==> src/rtl/usbdev_aon_resume_tx.sv <==
// Always-on USB remote-wakeup transmitter: waits for a quiet suspended bus, drives K for
// DriveCycles, then releases the bus. All pad controls come straight from flops.
//   state      | meaning
//   IDLE       | no request outstanding, pads released
//   WAIT_IDLE  | request accepted, waiting for IdleCycles of quiet bus
//   DRIVE      | K state driven onto D+/D-
//   RELEASE    | one cycle with pads released before returning to IDLE
module usbdev_aon_resume_tx #(
    parameter int IdleCycles  = 1000,
    parameter int DriveCycles = 400,
    parameter int CntW        = 16
) (
    input  logic clk_aon_i,
    input  logic rst_aon_i,
    input  logic suspend_active_aon_i,
    input  logic bus_not_idle_aon_i,
    input  logic remote_wake_en_aon_i,
    input  logic pinflip_aon_i,
    input  logic resume_req_aon_i,
    output logic usb_dp_o,
    output logic usb_dn_o,
    output logic usb_oe_o,
    output logic resume_busy_o,
    output logic resume_done_o,
    output logic resume_abort_o,
    output logic resume_reject_o
);

    typedef enum logic [1:0] {
        ST_IDLE      = 2'd0,
        ST_WAIT_IDLE = 2'd1,
        ST_DRIVE     = 2'd2,
        ST_RELEASE   = 2'd3
    } state_e;

    localparam logic [CntW-1:0] IdleMax   = CntW'(IdleCycles);
    localparam logic [CntW-1:0] DriveLoad = CntW'(DriveCycles);

    state_e          r_state, w_state_nxt;
    logic [CntW-1:0] r_idle_cnt, w_idle_cnt_nxt;
    logic [CntW-1:0] r_drv_cnt, w_drv_cnt_nxt;
    logic            r_oe, r_dp, r_dn, r_done, r_abort, r_reject;
    logic            w_oe, w_dp, w_dn, w_done, w_abort, w_reject;

    always_comb begin
        w_idle_cnt_nxt = '0;
        if (suspend_active_aon_i && !bus_not_idle_aon_i) begin
            w_idle_cnt_nxt = (r_idle_cnt == IdleMax) ? r_idle_cnt : r_idle_cnt + CntW'(1);
        end
    end

    always_comb begin
        w_state_nxt   = r_state;
        w_drv_cnt_nxt = '0;
        w_oe          = 1'b0;
        w_dp          = 1'b0;
        w_dn          = 1'b0;
        w_done        = 1'b0;
        w_abort       = 1'b0;
        w_reject      = 1'b0;
        case (r_state)
            ST_IDLE: begin
                if (resume_req_aon_i) begin
                    if (remote_wake_en_aon_i && suspend_active_aon_i) begin
                        w_state_nxt = ST_WAIT_IDLE;
                    end else begin
                        w_reject = 1'b1;
                    end
                end
            end
            ST_WAIT_IDLE: begin
                if (!suspend_active_aon_i || !remote_wake_en_aon_i || bus_not_idle_aon_i) begin
                    w_state_nxt = ST_IDLE;
                    w_abort     = 1'b1;
                end else if (r_idle_cnt == IdleMax) begin
                    w_state_nxt   = ST_DRIVE;
                    w_drv_cnt_nxt = DriveLoad;
                    w_oe          = 1'b1;
                    w_dp          = pinflip_aon_i;
                    w_dn          = !pinflip_aon_i;
                end
            end
            ST_DRIVE: begin
                // bus_not_idle is our own K echoing back, so only suspend loss can abort here
                if (!suspend_active_aon_i) begin
                    w_state_nxt = ST_IDLE;
                    w_abort     = 1'b1;
                end else if (r_drv_cnt <= CntW'(1)) begin
                    w_state_nxt = ST_RELEASE;
                    w_done      = 1'b1;
                end else begin
                    w_drv_cnt_nxt = r_drv_cnt - CntW'(1);
                    w_oe          = 1'b1;
                    w_dp          = pinflip_aon_i;
                    w_dn          = !pinflip_aon_i;
                end
            end
            ST_RELEASE: begin
                w_state_nxt = ST_IDLE;
            end
            default: begin
                w_state_nxt = ST_IDLE;
            end
        endcase
    end

    always_ff @(posedge clk_aon_i or posedge rst_aon_i) begin
        if (rst_aon_i) begin
            r_state    <= ST_IDLE;
            r_idle_cnt <= '0;
            r_drv_cnt  <= '0;
            r_oe       <= 1'b0;
            r_dp       <= 1'b0;
            r_dn       <= 1'b0;
            r_done     <= 1'b0;
            r_abort    <= 1'b0;
            r_reject   <= 1'b0;
        end else begin
            r_state    <= w_state_nxt;
            r_idle_cnt <= w_idle_cnt_nxt;
            r_drv_cnt  <= w_drv_cnt_nxt;
            r_oe       <= w_oe;
            r_dp       <= w_dp;
            r_dn       <= w_dn;
            r_done     <= w_done;
            r_abort    <= w_abort;
            r_reject   <= w_reject;
        end
    end

    assign usb_oe_o        = r_oe;
    assign usb_dp_o        = r_dp;
    assign usb_dn_o        = r_dn;
    assign resume_busy_o   = (r_state != ST_IDLE);
    assign resume_done_o   = r_done;
    assign resume_abort_o  = r_abort;
    assign resume_reject_o = r_reject;

endmodule

==> config.mk <==
export PLATFORM = sky130hd
export DESIGN_NAME = usbdev_aon_resume_tx
export DESIGN_NICKNAME = d
export VERILOG_FILES = /design/src/rtl/usbdev_aon_resume_tx.sv
export SDC_FILE = /design/constraint.sdc
export NUM_CORES = 1
export LEC_CHECK = 0
export ABC_AREA = 1
export CORE_UTILIZATION = 55
export CTS_CLUSTER_DIAMETER = 150
export DETAILED_ROUTE_END_ITERATION = 6
export PLACE_DENSITY = 0.72
export SLEW_MARGIN = 20
export SYNTH_ARGS = -nofsm -noshare
export SYNTH_HDL_FRONTEND = slang
export SYNTH_SLANG_ARGS = --single-unit
==> constraint.sdc <==
create_clock -name clk_aon_i -period 3 [get_ports clk_aon_i]
set_clock_uncertainty 0.15 [all_clocks]
set_input_delay 0.6 -clock clk_aon_i [delete_from_list [all_inputs] [get_ports clk_aon_i]]
set_output_delay 0.6 -clock clk_aon_i [all_outputs]
set_load 0.02 [all_outputs]
==> results of run 1 <==
[metrics by stage]
step	setup WS (ns)	utilization	power, mW	cells
floorplan	1.332	-	0.7063	278
global placement	0.7647	0.6413	0.7750	338
detailed placement	0.7192	0.6413	0.7744	338
CTS	0.5841	0.6619	1.107	345
global route	0.4751	0.6619	1.160	345
finish	0.5764	0.6619	1.097	345
[cell usage after synthesis, types with 2 or more instances]
cell type,n,area (µm²)
nand2_2,6,37.54
nor2_2,5,31.28
nand3_1,17,85.08
and2_1,2,12.51
nand4_1,5,31.28
dfrtp_1,40,1001
ha_1,7,87.58
a31oi_1,2,12.51
xnor2_1,3,26.28
nor3_1,8,40.04
nor2_1,52,195.2
o21ai_0,7,35.03
nand3_2,2,20.02
inv_1,28,105.1
o21bai_1,2,15.01
a21oi_1,9,45.04
inv_2,5,18.77
or2_2,2,12.51
nand2_1,53,198.9
xor2_1,10,87.58
nor2_4,2,22.52
[flip-flops by register name (all words and copies together), names as in the netlist]
| register | count |
|---|---|
| r_drv_cnt | 16 |
| r_idle_cnt | 16 |
| r_state | 2 |
| resume_abort_o | 1 |
| resume_done_o | 1 |
| resume_reject_o | 1 |
| usb_dn_o | 1 |
| usb_dp_o | 1 |
| usb_oe_o | 1 |
[layer usage]
| metal | GRT usage | wire length [µm] | part of all wire |
|---|---|---|---|
| met1 | 0.2916 | 1966 | 0.49 |
| met2 | 0.3546 | 1861 | 0.46 |
| met3 | 0.05172 | 179 | 0.044 |
| met4 | 0.07337 | 33 | 0.0082 |
| met5 | 0 | 0 | 0 |
[cell families after synthesis]
family / Yosys count / synth area share
compound gates: 23 / 0.05872
fa+ha+maj: 7 / 0.03915
xor+xnor: 13 / 0.05090
simple gates: 159 / 0.3395
flops: 40 / 0.4474
buf+inv: 36 / 0.06431
[worst max-delay path by stage]
stage	from	to	slack, ns	depth (start not counted)
after CTS	r_state[0]$_DFFE_PP0P_	resume_busy_o	0.58	4
after floorplan	rst_aon_i	r_drv_cnt[0]$_DFF_PP0_	1.33	1
after global placement	suspend_active_aon_i	r_drv_cnt[4]$_DFF_PP0_	0.76	8
after detailed placement	suspend_active_aon_i	r_drv_cnt[7]$_DFF_PP0_	0.72	8
after global routing	r_state[0]$_DFFE_PP0P_	resume_busy_o	0.48	4
final	r_state[1]$_DFFE_PP0P_	resume_busy_o	0.58	4
[final cells by class]
class | instances | area, µm²
fill | 302 | 1275
multi-input combinational | 202 | 1092
sequential | 40 | 1001
timing repair buffer | 14 | 137.6
inverter | 34 | 127.6
clock buffer | 6 | 72.57
tap | 48 | 60.06
clock inverter | 1 | 5.005
[critical path, delay by kind of cell (launching register included)]
family     cells  cell delay, ns
flops          1            0.39
buf+inv        3            0.78
fa+ha+maj      1            0.22
[layout by cell type (no fill, tap or decap), types with 8 or more instances in the layout]
master / n
nand2_1: 53
nor2_1: 52
dfrtp_1: 40
inv_1: 28
nand3_1: 17
clkdlybuf4s50_1: 13
xor2_1: 10
a21oi_1: 9
nor3_1: 8
[power by group]
part	leakage (nW)	internal (mW)	total [mW]	switching, mW
clock	0.0410	0.158	0.334	0.175
sequential	0.554	0.559	0.571	0.0115
combinational	0.770	0.0796	0.193	0.113
==> summary.txt, run 1 <==
Clock tree
  – CTS tree: done
  – Setup bufs post-CTS: 0
  – Hold_buf cts: 0
  – CTS root buffer: clkbuf_8
  – Max H-tree Level: 2
  – Cts repair resizes: 0
  – CTS Sinks: 40
  – Clk buf depth: 2
  – Clock slew at reported path FFs: 0.08 ns
  – Total CTS buffers: 5
  – Clk_lat worst skew: 0.29 ns

Critical path
  – Critical-path cell list: inv_1 > ha_1 > inv_1 > clkdlybuf4s50_1
  – Reg2Reg Depth: 8
  – Slowest stage delay, CP: 0.61 ns
  – CP Launch Type: flop
  – Reg2reg end: r_drv_cnt[4]$_DFF_PP0_
  – Crit path required time: 2.25 ns
  – Crit path top cell by count: inv_1
  – Critical path fanouts, max: 4
  – Reg2reg setup slack: 1.25 ns
  – FF-to-FF Start: r_drv_cnt[0]$_DFF_PP0_
  – Slowest cell on the critical path: clkdlybuf4s50_1
  – Critical path type: flop to output pin
  – WP data arrival: 1.67 ns
  – CP Capture Type: output pin

Placed design
  – Post-DP HPWL: 2973 µm
  – Dpl cell area: 2419 µm²
  – IO Port Bufs: 13
  – RePlAce Congestion: 0.8036

Global routing
  – Vias in the first global route: 1,616
  – Initial antenna violation count: 0
  – Global route total overflow: 0
  – First-pass GRT wire length: 7162 µm
  – Total global-route track usage: 0.2208
  – Largest net degree at the start of global routing: 41

Logic synthesis
  – Syn nets: 292
  – Post-synthesis register bit count: 40
  – Cells after synthesis: 278
  – Post-synth EDFFs: 0
  – FFs w/ async S/R, synth: 1.000
  – Post-Syn Area: 2237 µm²
  – Synth cell types: 32
  – Mean Syn Cell Area: 8.047 µm²
  – Post-synthesis sequential area ratio: 0.4474
  – Synth warn: 0
  – Synth Flop Type: dfrtp_1

Status
  – Run status: finished clean

STA
  – Max Fclk: 0.4126 GHz
  – Rel. slew slack: 0.6763
  – Setup-failing EPs final: 0
  – Fin. Hold Viols: 0
  – Fin crit share: 0.8079
  – Hold_ws: 0.3171 ns
  – Measured slew at the worst slew-check pin: 0.4856 ns
  – Total Neg Setup Slack: 0 ns
  – Max Slew Vio Count: 0
  – Tmin final: 2.424 ns
  – RSZ-0062 raised after global routing: false

Routing
  – Routed Antenna Nets: 0
  – Drt drc: 0
  – WL per Instance: 11.71 µm
  – First-pass DRT Iterations: 4
  – Final WL: 4040 µm
  – DR vias/cell: 5.061
  – Via count: 1,746
  – Drt initial violations: 77

Floorplan
  – IO Count: 14
  – Height of the chip: 65.78 µm
  – Core Rows: 22
  – DIE WIDTH: 65.78 µm
  – Initial core utilization: 0.5932
  – Total die area: 4326 µm²
  – Core area: 3771 µm²

Finish
  – Nets: 311
  – Fraction of layout cells with a size suffix above 1: 0.1145
  – Area Growth Syn to Fin: 11.58%
  – Diode count: 0
  – Finished Cell Area: 2496 µm²

Hold path
  – Hold crit path type: flop to flop
  – Hold depth: 1
  – Hold Crit Endpoint: r_drv_cnt[0]$_DFF_PP0_
  – Min-Delay Startpoint: r_drv_cnt[0]$_DFF_PP0_

Pwr
  – Pleak: 1.366 nW
  – Max VDD drop: 429.8 µV
  – Pwr/cell area: 439.6 nW/µm²

Run
  – # Max-Cap Violations: 0
(Power assumes the default switching activity.)
==> run 2, diff against run 1 <==
--- a/config.mk
+++ b/config.mk
@@ -6,7 +6,7 @@
 export NUM_CORES = 1
 export LEC_CHECK = 0
 export ABC_AREA = 1
-export CORE_UTILIZATION = 55
+export CORE_UTILIZATION = 53
 export CTS_CLUSTER_DIAMETER = 150
 export DETAILED_ROUTE_END_ITERATION = 6
 export PLACE_DENSITY = 0.72
==> constraint.sdc (replaced) <==
create_clock -name clk_aon_i -period 2.1 [get_ports clk_aon_i]
set_clock_uncertainty 0.15 [all_clocks]
set_input_delay 0.42 -clock clk_aon_i [delete_from_list [all_inputs] [get_ports clk_aon_i]]
set_output_delay 0.42 -clock clk_aon_i [all_outputs]
set_load 0.02 [all_outputs]
==> run 2 against run 1 <==
Against the previous run:
- combinational power grew 44%
- global-route usage fell by 0.80 points
- critical path type unchanged
- largest cell class unchanged
- non-clock buffer count rose by 1
- worst hold slack better by 0.017 ns
- utilization down 2.0 points
- sequential power is 43% higher
- cell count increased by 1.2%
- register-to-register slack worse by 0.91 ns
==> summary.txt, run 2 (synthesis results as in run 1) <==
Pwr
  – Total power: 1.960 mW
  – Internal power: 1.501 mW
  – Comb power frac: 0.142
  – Reg power frac: 0.416
  – Total net switching power: 0.4581 mW
  – Sw frac: 0.2338
  – Clk pwr share: 0.442
  – Pleak: 1.410 nW
  – Max VDD drop: 652.3 µV
  – Pwr/cell area: 757.7 nW/µm²

Clock tree
  – Max H-tree Level: 2
  – CTS root buffer: clkbuf_8
  – Clk buf depth: 2
  – CTS tree: done
  – Total CTS buffers: 5
  – Clock slew at reported path FFs: 0.08 ns
  – Setup bufs post-CTS: 0
  – Clk_lat worst skew: 0.29 ns
  – CTS Sinks: 40

STA
  – Total Neg Setup Slack: 0 ns
  – Tmin final: 1.961 ns
  – Setup-failing EPs final: 0
  – Fin crit share: 0.9336
  – Max Slew Vio Count: 0
  – Max Fclk: 0.5100 GHz
  – Rel. slew slack: 0.6658
  – Setup WS post-layout: 0.1393 ns
  – RSZ-0062 raised after global routing: false
  – Measured slew at the worst slew-check pin: 0.5013 ns
  – Fin. Hold Viols: 0

Routing
  – Drt drc: 0
  – First-pass DRT Iterations: 4
  – Drt initial violations: 82
  – Final WL: 4180 µm
  – WL per Instance: 11.98 µm
  – DR vias/cell: 5.011
  – Via count: 1,749
  – Routed Antenna Nets: 0

Critical path
  – Reg2reg end: r_drv_cnt[4]$_DFF_PP0_
  – Slowest cell on the critical path: dfrtp_1
  – CP Capture Type: output pin
  – Crit path launch: r_state[0]$_DFFE_PP0P_
  – Buffers plus inverters on the worst setup path: 3
  – Delay-heaviest family, CP: buffers and inverters
  – Slowest stage delay, CP: 0.38 ns
  – Critical-path cell list: inv_1 > ha_1 > inv_1 > dlygate4sd2_1
  – Critical path type: flop to output pin
  – CP Launch Type: flop
  – Critical path fanouts, max: 4
  – Reg2reg setup slack: 0.34 ns
  – Crit path required time: 1.53 ns
  – Reg2Reg Depth: 8
  – WP data arrival: 1.39 ns
  – Crit path top cell by count: inv_1
  – FF-to-FF Start: r_drv_cnt[0]$_DFF_PP0_

Hold path
  – Hold depth: 1
  – Hold crit path type: flop to flop
  – Hold Crit Endpoint: r_drv_cnt[0]$_DFF_PP0_
  – Min-Delay Startpoint: r_drv_cnt[0]$_DFF_PP0_

Floorplan
  – Initial core utilization: 0.5553
  – IO Count: 14
  – DIE WIDTH: 66.97 µm
  – Core area: 4029 µm²
  – Total die area: 4485 µm²
  – Height of the chip: 66.97 µm
  – Core Rows: 23

Finish
  – Share of the core filled with cells: 0.6419
  – Fraction of layout cells with a size suffix above 1: 0.1237
  – Most common cell after layout, fill and taps aside: nand2_1
  – Biggest regs: r_drv_cnt (16), r_idle_cnt (16), r_state (2)
  – Finished Cell Area: 2586 µm²
  – Area Growth Syn to Fin: 15.60%
  – Diode count: 0
  – Commonest non-fill, non-tap cells in the layout: nand2_1 (53), nor2_1 (52), dfrtp_1 (40)
  – Nets: 312

Global routing
  – Vias in the first global route: 1,634
  – Initial antenna violation count: 0
  – Largest net degree at the start of global routing: 41
  – Total global-route track usage: 0.2128
  – Global route total overflow: 0
  – First-pass GRT wire length: 7010 µm

Placed design
  – Post-DP HPWL: 3059 µm
  – IO Port Bufs: 13
  – Dpl cell area: 2429 µm²
  – Pre-CTS setup slack: 0.2029 ns
  – RePlAce Congestion: 0.8448

Status
  – Run status: finished clean

Run
  – # Max-Cap Violations: 0
-- run 2: worst max-delay path by stage --
stage / cells after the start / slack, ns / end
6_report: 4 / 0.14 / resume_busy_o
4_1_cts: 4 / 0.13 / resume_busy_o
3_3_place_gp: 4 / 0.24 / resume_busy_o
2_1_floorplan: 9 / 0.59 / r_state[0]$_DFFE_PP0P_
5_1_grt: 4 / 0.06 / resume_busy_o
3_5_place_dp: 4 / 0.20 / resume_busy_o
-- run 2: final cells by class --
cell class                      instances  area, µm²
Timing Repair Buffer                   15      143.9
Multi-Input combinational cell        202       1092
Sequential cell                        40       1001
Inverter                               34      127.6
Clock inverter                          3      90.09
Tap cell                               50      62.56
Clock buffer                            5      68.82
Fill cell                             355       1443
-- run 2: power by group through the flow --
| stage | clock network (mW) | registers, mW | logic, mW |
|---|---|---|---|
| final | 0.867 | 0.815 | 0.278 |
| after global routing | 0.917 | 0.818 | 0.307 |
| after CTS | 0.885 | 0.815 | 0.281 |
| after detailed placement | 0 | 0.830 | 0.287 |
| after global placement | 0 | 0.828 | 0.278 |
| after floorplan | 0 | 0.846 | 0.163 |
-- run 2: repair_timing --
action,in CTS,in global routing
resized for setup,1,0
setup endpoints to repair,1,0
hold buffers,0,0
-- run 2: through the flow --
stage          hold WS, ns  instances
3_3_place_gp        0.3009        341
3_5_place_dp        0.3166        341
6_report            0.3337        349
5_1_grt             0.3622        349
2_1_floorplan       0.2791        278
4_1_cts             0.3278        349
-- run 2: layer usage --
layer  vias up  track usage  routed length, µm
met4         0      0.06649                 55
met3         5      0.05651                133
met5         -            0                  0
met2        34       0.3573               1953
met1       791       0.2634               2038
li1        919            -                  -
==> run 3, diff against run 2 <==
--- a/config.mk
+++ b/config.mk
@@ -9,6 +9,7 @@
 export CORE_UTILIZATION = 53
 export CTS_CLUSTER_DIAMETER = 150
 export DETAILED_ROUTE_END_ITERATION = 6
+export HOLD_SLACK_MARGIN = 0.05
 export PLACE_DENSITY = 0.72
 export SLEW_MARGIN = 20
 export SYNTH_ARGS = -nofsm -noshare
==> results of run 3 <==
No change in the layout: final DEF, timing and power equal those of run 2.
